[src/rtl/regfile_pkg.sv]
// Shared register-file constants and payload types for the writeback path.
package regfile_pkg;

  localparam int unsigned RF_AW   = 4;
  localparam int unsigned RF_DW   = 19;
  localparam int unsigned RF_REGS = 16;

  typedef logic [RF_AW-1:0] reg_addr_t;
  typedef logic [RF_DW-1:0] reg_data_t;

endpackage

[src/rtl/rr_arbiter.sv]
// Combinational N-way round-robin arbiter: first asserted request at or after ptr wins.
module rr_arbiter #(
  parameter int unsigned N = 3,
  localparam int unsigned IW = (N > 1) ? $clog2(N) : 1
) (
  input  logic [N-1:0]  req,
  input  logic [IW-1:0] ptr,
  output logic [N-1:0]  gnt,
  output logic [IW-1:0] idx,
  output logic          any
);

  int unsigned j;

  // Walk offsets from farthest to nearest so the nearest valid index is the last written.
  always_comb begin
    gnt = '0;
    idx = '0;
    any = 1'b0;
    j   = 0;
    for (int i = N - 1; i >= 0; i--) begin
      j = (32'(ptr) + 32'(i)) % N;
      if (req[j]) begin
        any = 1'b1;
        idx = IW'(j);
      end
    end
    if (any) gnt[idx] = 1'b1;
  end

endmodule

[src/rtl/regfile_wb_arbiter.sv]
// Round-robin sharing of the register-file write port plus pending-write scoreboard.
// Optional WB_BYPASS_EN adds forwarding of the committing write to the issue stage.
module regfile_wb_arbiter
  import regfile_pkg::*;
#(
  parameter int unsigned NREQ = 3,
  parameter int unsigned AW   = RF_AW,
  parameter int unsigned DW   = RF_DW
) (
  input  logic                 clk,
  input  logic                 rst,
  input  logic [NREQ-1:0]      req_valid,
  input  logic [AW*NREQ-1:0]   req_addr,
  input  logic [DW*NREQ-1:0]   req_data,
  output logic [NREQ-1:0]      req_ready,
  input  logic                 wb_hold,
  output logic                 wb_we,
  output logic [AW-1:0]        wb_addr,
  output logic [DW-1:0]        wb_data,
  input  logic                 rsv_valid,
  input  logic [AW-1:0]        rsv_addr,
  input  logic [AW-1:0]        rs1_addr,
  input  logic [AW-1:0]        rs2_addr,
  output logic                 rs1_busy,
  output logic                 rs2_busy,
  output logic                 sb_waw
`ifdef WB_BYPASS_EN
  ,
  output logic                 rs1_fwd,
  output logic                 rs2_fwd,
  output logic [DW-1:0]        fwd_data
`endif
);

  localparam int unsigned IW   = (NREQ > 1) ? $clog2(NREQ) : 1;
  localparam int unsigned NREG = RF_REGS;

  logic [IW-1:0]   rr_ptr;
  logic [IW-1:0]   gidx;
  logic [NREQ-1:0] gnt;
  logic            any_req;
  logic            grant_c;
  logic [IW-1:0]   ptr_nxt;
  logic [AW-1:0]   sel_addr;
  logic [DW-1:0]   sel_data;

  logic [NREG-1:0] pending;
  logic [NREG-1:0] set_mask;
  logic [NREG-1:0] clr_mask;
  logic [NREG-1:0] pending_nxt;
  logic            waw_c;

  rr_arbiter #(.N(NREQ)) u_arb (
    .req (req_valid),
    .ptr (rr_ptr),
    .gnt (gnt),
    .idx (gidx),
    .any (any_req)
  );

  assign grant_c   = any_req & ~wb_hold;
  assign req_ready = wb_hold ? '0 : gnt;
  assign ptr_nxt   = (gidx == IW'(NREQ - 1)) ? '0 : gidx + IW'(1);

  always_comb begin
    sel_addr = '0;
    sel_data = '0;
    for (int i = 0; i < NREQ; i++) begin
      if (gidx == IW'(i)) begin
        sel_addr = req_addr[AW*i +: AW];
        sel_data = req_data[DW*i +: DW];
      end
    end
  end

  // Output stage: one registered write per granted cycle; address/data hold when idle.
  always_ff @(posedge clk or posedge rst) begin
    if (rst) begin
      wb_we   <= 1'b0;
      wb_addr <= '0;
      wb_data <= '0;
      rr_ptr  <= '0;
    end else if (grant_c) begin
      wb_we   <= 1'b1;
      wb_addr <= sel_addr;
      wb_data <= sel_data;
      rr_ptr  <= ptr_nxt;
    end else begin
      wb_we   <= 1'b0;
    end
  end

  // Scoreboard: clear applies first so a same-address reservation wins.
  always_comb begin
    set_mask = '0;
    clr_mask = '0;
    if (rsv_valid) set_mask[rsv_addr] = 1'b1;
    if (wb_we)     clr_mask[wb_addr]  = 1'b1;
    pending_nxt = (pending & ~clr_mask) | set_mask;
    waw_c       = rsv_valid & pending[rsv_addr] & ~clr_mask[rsv_addr];
  end

  always_ff @(posedge clk or posedge rst) begin
    if (rst) begin
      pending <= '0;
      sb_waw  <= 1'b0;
    end else begin
      pending <= pending_nxt;
      sb_waw  <= waw_c;
    end
  end

`ifdef WB_BYPASS_EN
  assign rs1_fwd  = wb_we & (rs1_addr == wb_addr);
  assign rs2_fwd  = wb_we & (rs2_addr == wb_addr);
  assign fwd_data = wb_data;
  assign rs1_busy = pending[rs1_addr] & ~(rs1_fwd & ~set_mask[rs1_addr]);
  assign rs2_busy = pending[rs2_addr] & ~(rs2_fwd & ~set_mask[rs2_addr]);
`else
  // Register file still returns the old value during the commit cycle, so stay busy.
  assign rs1_busy = pending[rs1_addr];
  assign rs2_busy = pending[rs2_addr];
`endif

endmodule
[config.mk]
export PLATFORM = sky130hd
export DESIGN_NAME = regfile_wb_arbiter
export DESIGN_NICKNAME = d
export VERILOG_FILES = /design/src/rtl/regfile_pkg.sv /design/src/rtl/rr_arbiter.sv /design/src/rtl/regfile_wb_arbiter.sv
export SDC_FILE = /design/constraint.sdc
export NUM_CORES = 1
export LEC_CHECK = 0
export CAP_MARGIN = 20
export CORE_ASPECT_RATIO = 2
export CORE_MARGIN = 2
export CORE_UTILIZATION = 44
export DETAILED_ROUTE_END_ITERATION = 10
export GPL_TIMING_DRIVEN = 0
export PLACE_DENSITY = 0.79
export SLEW_MARGIN = 0
export SYNTH_ARGS = -nofsm -noshare
export SYNTH_HDL_FRONTEND = slang
export SYNTH_SLANG_ARGS = --single-unit
[constraint.sdc]
create_clock -name clk -period 2.6 [get_ports clk]
set_input_delay 0.26 -clock clk [delete_from_list [all_inputs] [get_ports clk]]
set_output_delay 0.26 -clock clk [all_outputs]
set_load 0.1 [all_outputs]
==> run metrics, run 1 <==
outcome=finished clean; Clock Skews=0.00473 ns; DR vias/cell=5.87; Tcrit/Tclk final=between 90% and 100%; fraction of layout cells with a size suffix above 1=27.7%; Synth Register Bits=43; CP Data Arrival Time=roughly 2.3 ns; top_reg_cell synth=dfrtp_1; Final #Nets=520; Slew Viols, Final=0; Worst VDD drop=0.000929 V; Max FO, Critical Path=8; grt ovf=0; final wirelength=10100 um; pwr/cell area=1490 nW/um^2; cell area after layout=4730 um^2; P_leak=between 1.5 and 2 nW; Internal Power=roughly 3.2 mW; r2r startpoint=rr_ptr[1]$_DFFE_PP0P_; Clock power frac=a little over a tenth; CP Capture Type=output pin; GR Util All Layers=26.3%; Worst Setup SP=rr_ptr[1]$_DFFE_PP0P_; sequential area share after synthesis=36.1%; Syn Std Cell Area=2980 um^2; Setup TNS=0 ns; Bufs on Longest Clock Path=2; Sw Ratio=53.8%; root buffer cell=clkbuf_16; Flop pwr share=19.1%; post-synth cell types=42; Synth Net Count=375; DP Area=4280 um^2; drt wl/cell=slightly below 20 um; fin crit period=between 2 and 3 ns; YS warnings=0; NetSw=3.77 mW; post-route ant nets=0; worst path required time=2.34 ns; Die X=62.2 um; DIE AREA=7500 um^2; CTS Buf Count=5; Crit-path slowest cell=dfrtp_2; Antenna Cells=0; Clock Latency Late Sink=0.29 ns; Initial Util=45.4%; CTS tree=done; clock sinks=43; maxcap violations=0; final-report hold violation count=0; endpoints failing setup=0; hold crit path type=in -> async; slew margin rel.=between 30% and 40%; ys async rst share=100%; CP Class=reg -> out; cell count after synthesis=284; chip height=120 um; port bufs=115; via count of the first global-routing pass=3167; gpl congestion=just under 1; CP startpoint kind=flip-flop; CP max stage delay=0.45 ns; Total Power=between 7 and 8 mW; Post-synth EDFFs=0; DRT Pass-1 Iters=4; largest net degree at the start of global routing=39; Area Overhead vs Synth=58.4%; DR vias=around 3000; RSZ-0062 raised after global routing=true; initial antenna violation count=0; filler cell count=478; first-pass GRT wire length=15500 um; core area=roughly 6600 um^2; critical-path cell list=ha_4, buf_6, and2_1, o32ai_2, o31ai_4, buf_6, buf_6, nor3_4, buf_12; initial DRC count=262; combinational share of power=70.3%; I/O pin cnt=118; FP Rows=42; worst-margin pin slew=1.01 ns; # H-tree levels=2; # DRC=0; dpl hpwl=slightly above 7000 um; fmax=0.389 GHz; crit-path most repeated cell=buf_6; Clock Pin Slew Worst Setup and Hold Paths=0.06 ns; Mean Syn Cell Area=10.5 um^2; hold_ws=0.166 ns
==> cells in the mapped netlist, types with 2 or more instances <==
master | instances | share of area (%)
nand3_1 | 6 | 1.0
a21oi_1 | 2 | 0.34
mux4_1 | 3 | 2.6
clkbuf_1 | 3 | 0.38
mux2i_1 | 3 | 1.0
o21ai_0 | 32 | 5.4
nor3_1 | 37 | 6.2
a21o_1 | 2 | 0.50
ha_1 | 3 | 1.3
or3b_2 | 2 | 0.59
nand2b_1 | 4 | 0.84
nand2_1 | 25 | 3.1
inv_1 | 7 | 0.88
o41ai_2 | 22 | 12
nand3b_1 | 4 | 1.0
buf_6 | 3 | 1.1
buf_2 | 5 | 0.84
and2_1 | 2 | 0.42
nor3_2 | 9 | 3.0
or2_2 | 2 | 0.42
nor2_1 | 25 | 3.1
buf_4 | 8 | 2.0
xor2_1 | 3 | 0.88
dfrtp_1 | 43 | 36
mux4_2 | 12 | 9.1
==> cells in the final DEF (no fill, tap or decap), types with 6 or more instances in the layout <==
cell type | Yosys | final
nor2_1 | 25 | 23
nand3_1 | 6 | 6
mux4_2 | 12 | 12
buf_6 | 3 | 7
buf_4 | 8 | 28
dfrtp_1 | 43 | 42
clkdlybuf4s50_1 | 0 | 110
o41ai_2 | 22 | 22
o21ai_0 | 32 | 32
nor3_2 | 9 | 8
nand2_1 | 25 | 25
nor3_1 | 37 | 37
==> layout make-up <==
class                           count  area [um^2]  area share [%]
Clock buffer                        6          139            2.94
Tap cell                           88          110            2.33
Inverter                            8         30.0           0.635
Buffer                             18          159            3.36
Multi-Input combinational cell    213         1800            38.1
Sequential cell                    43         1080            22.8
Clock inverter                      2         35.0           0.741
Timing Repair Buffer              140         1370            29.1
==> power groups by stage <==
| stage | Sequential [mW] | Clock (mW) | Combinational (mW) |
|---|---|---|---|
| 3_5_place_dp | 1.31 | 0 | 4.46 |
| 4_1_cts | 1.31 | 0.746 | 4.61 |
| 3_3_place_gp | 1.30 | 0 | 4.40 |
| 5_1_grt | 1.38 | 0.779 | 5.14 |
| 2_1_floorplan | 2.61 | 0 | 2.05 |
| 6_report | 1.34 | 0.740 | 4.94 |
==> worst max-delay path, delay by kind of cell, from the launching register on <==
kind,cells,cell delay (ns)
adder cells (fa/ha/maj),1,0.25
AND/OR/NAND/NOR,2,0.36
flip-flops,1,0.45
buffers and inverters,4,0.61
AO/OA/AOI/OAI,2,0.35
==> state kept, by name, indices dropped and copies added (netlist names) <==
register  cells
wb_addr       4
pending      16
rr_ptr        2
wb_we         1
sb_waw        1
wb_data      19
==> stage by stage <==
step	utilization [%]	std cells	setup WS (ns)
after detailed placement	65.2	488	-0.842
after CTS	69.1	499	-0.0279
after global placement	64.9	487	-0.834
final	71.9	518	0.0275
after floorplan	-	284	-0.123
after global routing	71.9	518	-0.0256
==> final timing paths <==
| kind | end | slack (ns) | cells after the start |
|---|---|---|---|
| max in group asynchronous | rr_ptr[1]$_DFFE_PP0P_ | 1.99 | 3 |
| max | req_ready[0] | 0.03 | 9 |
| min reg2reg | wb_data[4]$_DFFE_PP0P_ | 0.48 | 2 |
| min in group clk | pending[15]$_DFF_PP0_ | 0.38 | 3 |
| min | pending[5]$_DFF_PP0_ | 0.17 | 2 |
| max reg2reg | wb_data[10]$_DFFE_PP0P_ | 0.17 | 10 |
==> cells by family (layout without fill, tap and decap cells) <==
group	after synthesis	in the layout	synth area share, %
adders and majority gates	3	3	1.26
AOI/OAI and AO/OA	66	66	22.1
muxes	18	18	12.7
DFF	43	43	36.1
buffers and inverters	28	174	5.62
xor gates and xnor gates	4	4	1.17
and+or+nand+nor	122	122	21.1
==> routing by layer <==
metal,track usage (%),share of wire [%],wire length [um],vias up
met1,26.0,33,3330,1492
met5,0,0,0,-
met4,10.1,2.8,287,0
li1,-,-,-,1360
met3,5.58,6.2,630,26
met2,52.0,58,5860,162
==> timing repair <==
item	CTS	global route
hold buffers	0	0
resized for setup	45	15
pin swaps	5	5
endpoints found under the setup margin	5	14
gates cloned	0	0
buffers inserted	4	20
No activity file was read; power rests on OpenSTA's default activity.
==> run 2, diff against run 1 <==
--- a/config.mk
+++ b/config.mk
@@ -9,8 +9,8 @@
 export CORE_ASPECT_RATIO = 2
 export CORE_MARGIN = 2
 export CORE_UTILIZATION = 44
+export CTS_CLUSTER_DIAMETER = 50
 export DETAILED_ROUTE_END_ITERATION = 10
-export GPL_TIMING_DRIVEN = 0
 export PLACE_DENSITY = 0.79
 export SLEW_MARGIN = 0
 export SYNTH_ARGS = -nofsm -noshare
==> run metrics, run 2 (synthesized netlist as in run 1, its figures left out) <==
# H-tree levels=2; drt wl/cell=approximately 19 um; CP Capture Type=output pin; Biggest register=wb_data; Worst VDD drop=between 0.0009 and 0.001 V; CTS Buf Count=5; reg2reg setup slack=0.29 ns; CP Data Arrival Time=2.29 ns; largest registers=wb_data (19), pending (16), wb_addr (4); DR vias/cell=5.88; most common cell after layout, fill and taps aside=clkdlybuf4s50_1; Clock Pin Slew Worst Setup and Hold Paths=0.06 ns; RSZ-0062 raised after global routing=true; initial DRC count=between 150 and 200; final wirelength=roughly 9000 um; CP startpoint kind=flip-flop; gpl congestion=about 1.1; root buffer cell=clkbuf_16; Max FO, Critical Path=27; chip height=120 um; largest net degree at the start of global routing=28; initial antenna violation count=0; hold crit path type=in -> async; hold_ws=0.280 ns; worst path required time=approximately 2.3 ns; DRT Pass-1 Iters=4; Tcrit/Tclk final=97.9%; fmax=0.393 GHz; first-pass GRT wire length=15000 um; Post-Place Cells=481; CP Class=reg -> out; core area=6570 um^2; max FFs per register=19; multi-input logic area=1770 um^2; post-CTS setup buffer count=0; DIE AREA=7500 um^2; maxcap violations=0; combinational share of power=69.4%; pre-CTS WS=approximately 0.22 ns; Reg area=1080 um^2; Slew Viols, Final=0; Internal Power=2.87 mW; final-report hold violation count=0; post-route ant nets=0; worst-margin pin slew=0.593 ns; pwr/cell area=1460 nW/um^2; Clock Latency Late Sink=0.28 ns; port bufs=117; Final #Nets=roughly 490; outcome=finished clean; # DRC=0; Flop pwr share=a little over a fifth; fraction of layout cells with a size suffix above 1=a little over a quarter; Sw Ratio=55.6%; DR vias=about 2900; FP Rows=42; slew margin rel.=just over 60%; Initial Util=45.4%; Clock Skews=0.00529 ns; Clock power frac=a little under a tenth; clock sinks=43; filler cell count=504; Die X=~62 um; P_leak=1.77 nW; Area Overhead vs Synth=48.1%; fin crit period=approximately 2.5 ns; dpl hpwl=between 7000 and 8000 um; via count of the first global-routing pass=between 3000 and 4000; CTS tree=done; most frequent cells in the layout=clkdlybuf4s50_1, dfrtp_1, nor3_1; endpoints failing setup=0; I/O pin cnt=118; Bufs on Longest Clock Path=2; slack of the critical path=0.0546 ns; NetSw=3.60 mW; Antenna Cells=0; grt ovf=0; GR Util All Layers=roughly a quarter; Setup TNS=0 ns; final non-filler cell total=488
run 2: changes by cell type in the layout (fill, tap and decap cells not counted), moves of 2 or more:
cell | before | now
buf_12 | 4 | 8
buf_2 | 5 | 0
buf_4 | 28 | 34
buf_6 | 7 | 0
buf_8 | 2 | 0
clkbuf_1 | 2 | 0
clkdlybuf4s50_1 | 110 | 87
inv_1 | 4 | 6
inv_2 | 4 | 2
run 2: what timing repair did:
action                     4_1_cts  5_1_grt
pin swaps                        1        0
hold endpoints to repair         0        0
gates cloned                     0        0
resized for setup                2        1
setup endpoints to repair        3        3
hold buffers                     0        0
run 2: layout make-up:
type / instances / share of cell area, %
clock buffers: 6 / 3.14
multi-input cells: 213 / 40.1
inverters: 8 / 0.680
clock inverters: 1 / 0.113
flip-flops and latches: 43 / 24.4
repair buffers: 129 / 29.1
well taps: 88 / 2.49
run 2: path summary, 6_finish.rpt:
check	cells after the start	start	endpoint
setup / recovery	8	rr_ptr[1]$_DFFE_PP0P_	req_ready[0]
hold / removal	2	rst	wb_data[17]$_DFFE_PP0P_
setup reg to reg	8	rr_ptr[1]$_DFFE_PP0P_	wb_data[5]$_DFFE_PP0P_
hold reg to reg	2	wb_data[1]$_DFFE_PP0P_	wb_data[1]$_DFFE_PP0P_
max in group asynchronous	3	rst	wb_data[11]$_DFFE_PP0P_
min in group clk	2	wb_data[1]$_DFFE_PP0P_	wb_data[1]$_DFFE_PP0P_
run 2: layer usage:
metal | vias to the layer above | part of all wire [%] | GRT usage (%)
met5 | - | 0 | 0
met4 | 0 | 4.1 | 12.8
met3 | 26 | 5.5 | 5.40
met2 | 139 | 58 | 49.7
met1 | 1409 | 33 | 24.5
li1 | 1296 | - | -
run 2: power by group through the flow:
| stage | registers [mW] | clock network [mW] | logic (mW) |
|---|---|---|---|
| floorplan | 2.61 | 0 | 2.05 |
| global placement | 1.34 | 0 | 4.38 |
| detailed placement | 1.35 | 0 | 4.46 |
| CTS | 1.35 | 0.633 | 4.48 |
| global route | 1.40 | 0.660 | 4.71 |
| finish | 1.36 | 0.619 | 4.49 |
run 2: worst max-delay path, stage by stage (launching register included):
cell,delay [ns]
dfrtp_1,0.46
inv_1,0.09
ha_2,0.31
nor2_1,0.08
o32ai_2,0.33
o31ai_4,0.10
buf_12,0.18
nor3_4,0.25
buf_12,0.20
run 2: metrics by stage:
stage | area, um^2 | util [%] | total power, mW
final | 4420 | 67.3 | 6.47
after global routing | 4420 | 67.3 | 6.76
after CTS | 4410 | 67.1 | 6.46
after detailed placement | 4260 | 64.8 | 5.81
after global placement | 4260 | 64.8 | 5.72
after floorplan | 3000 | - | 4.66
==> run 3, diff against run 2 <==
--- a/config.mk
+++ b/config.mk
@@ -6,12 +6,15 @@
 export NUM_CORES = 1
 export LEC_CHECK = 0
 export CAP_MARGIN = 20
+export CELL_PAD_IN_SITES_DETAIL_PLACEMENT = 0
+export CELL_PAD_IN_SITES_GLOBAL_PLACEMENT = 2
 export CORE_ASPECT_RATIO = 2
 export CORE_MARGIN = 2
-export CORE_UTILIZATION = 44
+export CORE_UTILIZATION = 26
 export CTS_CLUSTER_DIAMETER = 50
 export DETAILED_ROUTE_END_ITERATION = 10
-export PLACE_DENSITY = 0.79
+export PLACE_DENSITY = 0.78
+export SKIP_LAST_GASP = 1
 export SLEW_MARGIN = 0
 export SYNTH_ARGS = -nofsm -noshare
 export SYNTH_HDL_FRONTEND = slang
==> run metrics, run 3 (synthesized netlist as in run 1, its figures left out) <==
outcome=finished clean; r2r startpoint=rr_ptr[0]$_DFFE_PP0P_; CTS tree=done; DR vias/cell=approximately 5.3; worst-margin pin slew=slightly above 0.6 ns; P_leak=1.83 nW; chip height=156 um; pre-CTS WS=0.181 ns; final non-filler cell total=552; Worst Setup SP=rr_ptr[0]$_DFFE_PP0P_; via count of the first global-routing pass=3163; DIE AREA=between 10000 and 15000 um^2; root buffer cell=clkbuf_16; CP startpoint kind=flip-flop; Worst VDD drop=0.000707 V; CP max stage delay=between 0.4 and 0.5 ns; pwr/cell area=roughly 1500 nW/um^2; DRT Pass-1 Iters=4; Bufs on Longest Clock Path=2; filler cell count=1129; clock sinks=43; Clock Pin Slew Worst Setup and Hold Paths=0.06 ns; Final #Nets=500; # H-tree levels=2; CTS hold repair buffers=0; FP Rows=55; Antenna Cells=0; cell area after layout=~4600 um^2; Die X=79.8 um; final-report hold violation count=0; endpoints failing setup=0; hold crit path type=in -> async; Max FO, Critical Path=7; Area Overhead vs Synth=55.5%; first-pass GRT wire length=between 15000 and 20000 um; DP Area=4350 um^2; Slew Viols, Final=0; Clock Latency Late Sink=between 0.2 and 0.3 ns; largest net degree at the start of global routing=44; initial DRC count=106; final wirelength=between 10000 and 15000 um; Biggest register=wb_data; Total Power=6.78 mW; Post-Place Cells=536; # DRC=0; Tcrit/Tclk final=97.6%; max FFs per register=19; Crit-path slowest cell=o31ai_4; multi-input logic area=1820 um^2; fin crit period=2.54 ns; largest registers=wb_data (19), pending (16), wb_addr (4); worst path required time=roughly 2.3 ns; CP Class=reg -> out; fraction of layout cells with a size suffix above 1=30.0%; Reg area=1080 um^2; CP Data Arrival Time=2.28 ns; gpl congestion=1.05; port bufs=~120; fmax=0.394 GHz; grt ovf=0; critical-path cell list=inv_2, ha_4, mux2i_1, a21oi_2, o31ai_4, buf_6, nor2_4, buf_12; DR vias=2907; core area=about 11000 um^2; GR Util All Layers=18.2%; maxcap violations=0; I/O pin cnt=about 120; post-route ant nets=0; slack of the critical path=0.0632 ns; Clock Skews=a little under 0.006 ns; most common cell after layout, fill and taps aside=clkdlybuf4s50_1; initial antenna violation count=0; Initial Util=26.4%; drt wl/cell=between 20 and 25 um; CP Capture Type=output pin; dpl hpwl=just under 9000 um; most frequent cells in the layout=clkdlybuf4s50_1, dfrtp_1, buf_4; slew margin rel.=about three fifths; CTS Buf Count=5
run 3: through the flow:
stage	utilization, %	TNS (ns)	hold slack [ns]
final	41.1	0	0.449
after global routing	41.1	-0.00438	0.505
after CTS	40.3	0	0.471
after detailed placement	38.5	0	0.466
after global placement	38.5	0	0.465
after floorplan	-	-0.123	0.413
run 3: area by class of cell:
type / count / share of cell area [%]
sequential: 43 / 23.2
inverter: 8 / 0.647
clock inverter: 2 / 0.270
clock buffer: 6 / 2.78
timing repair buffer: 138 / 30.1
tap: 142 / 3.83
multi-input combinational: 213 / 39.2
run 3: path summary, 6_finish.rpt:
kind | endpoint | slack [ns] | cells past startpoint
worst max register to register | wb_data[8]$_DFFE_PP0P_ | 0.32 | 10
worst min-delay path | pending[0]$_DFF_PP0_ | 0.45 | 3
max in group asynchronous | rr_ptr[1]$_DFFE_PP0P_ | 1.70 | 3
worst min register to register | wb_data[1]$_DFFE_PP0P_ | 0.48 | 2
min in group clk | wb_data[1]$_DFFE_PP0P_ | 0.48 | 2
worst max-delay path | req_ready[2] | 0.06 | 8
run 3: worst max-delay path, delay by kind of cell (launching register included):
kind	cells	cell delay [ns]
buf+inv	3	0.44
compound gates	2	0.54
fa+ha+maj	1	0.32
mux	1	0.23
simple gates	1	0.05
flops	1	0.39
run 3: what timing repair did:
| item | in CTS | in global routing |
|---|---|---|
| setup buffers | 1 | 6 |
| resized for setup | 3 | 11 |
| endpoints found under the setup margin | 3 | 3 |
| cloned | 1 | 0 |
| pin swaps | 1 | 2 |
run 3: routing by layer:
metal / GRT usage (%) / wire, um / part of all wire (%) / up-vias
met1: 17.3 / 3640 / 32 / 1438
met2: 36.5 / 6720 / 60 / 112
li1: - / - / - / 1323
met5: 0 / 0 / 0 / -
met3: 2.84 / 444 / 4.0 / 34
met4: 7.91 / 428 / 3.8 / 0
run 3: where the power goes:
group / internal (mW) / switching [mW]
sequential: 1.01 / 0.379
combinational: 1.67 / 3.10
clock: 0.355 / 0.269
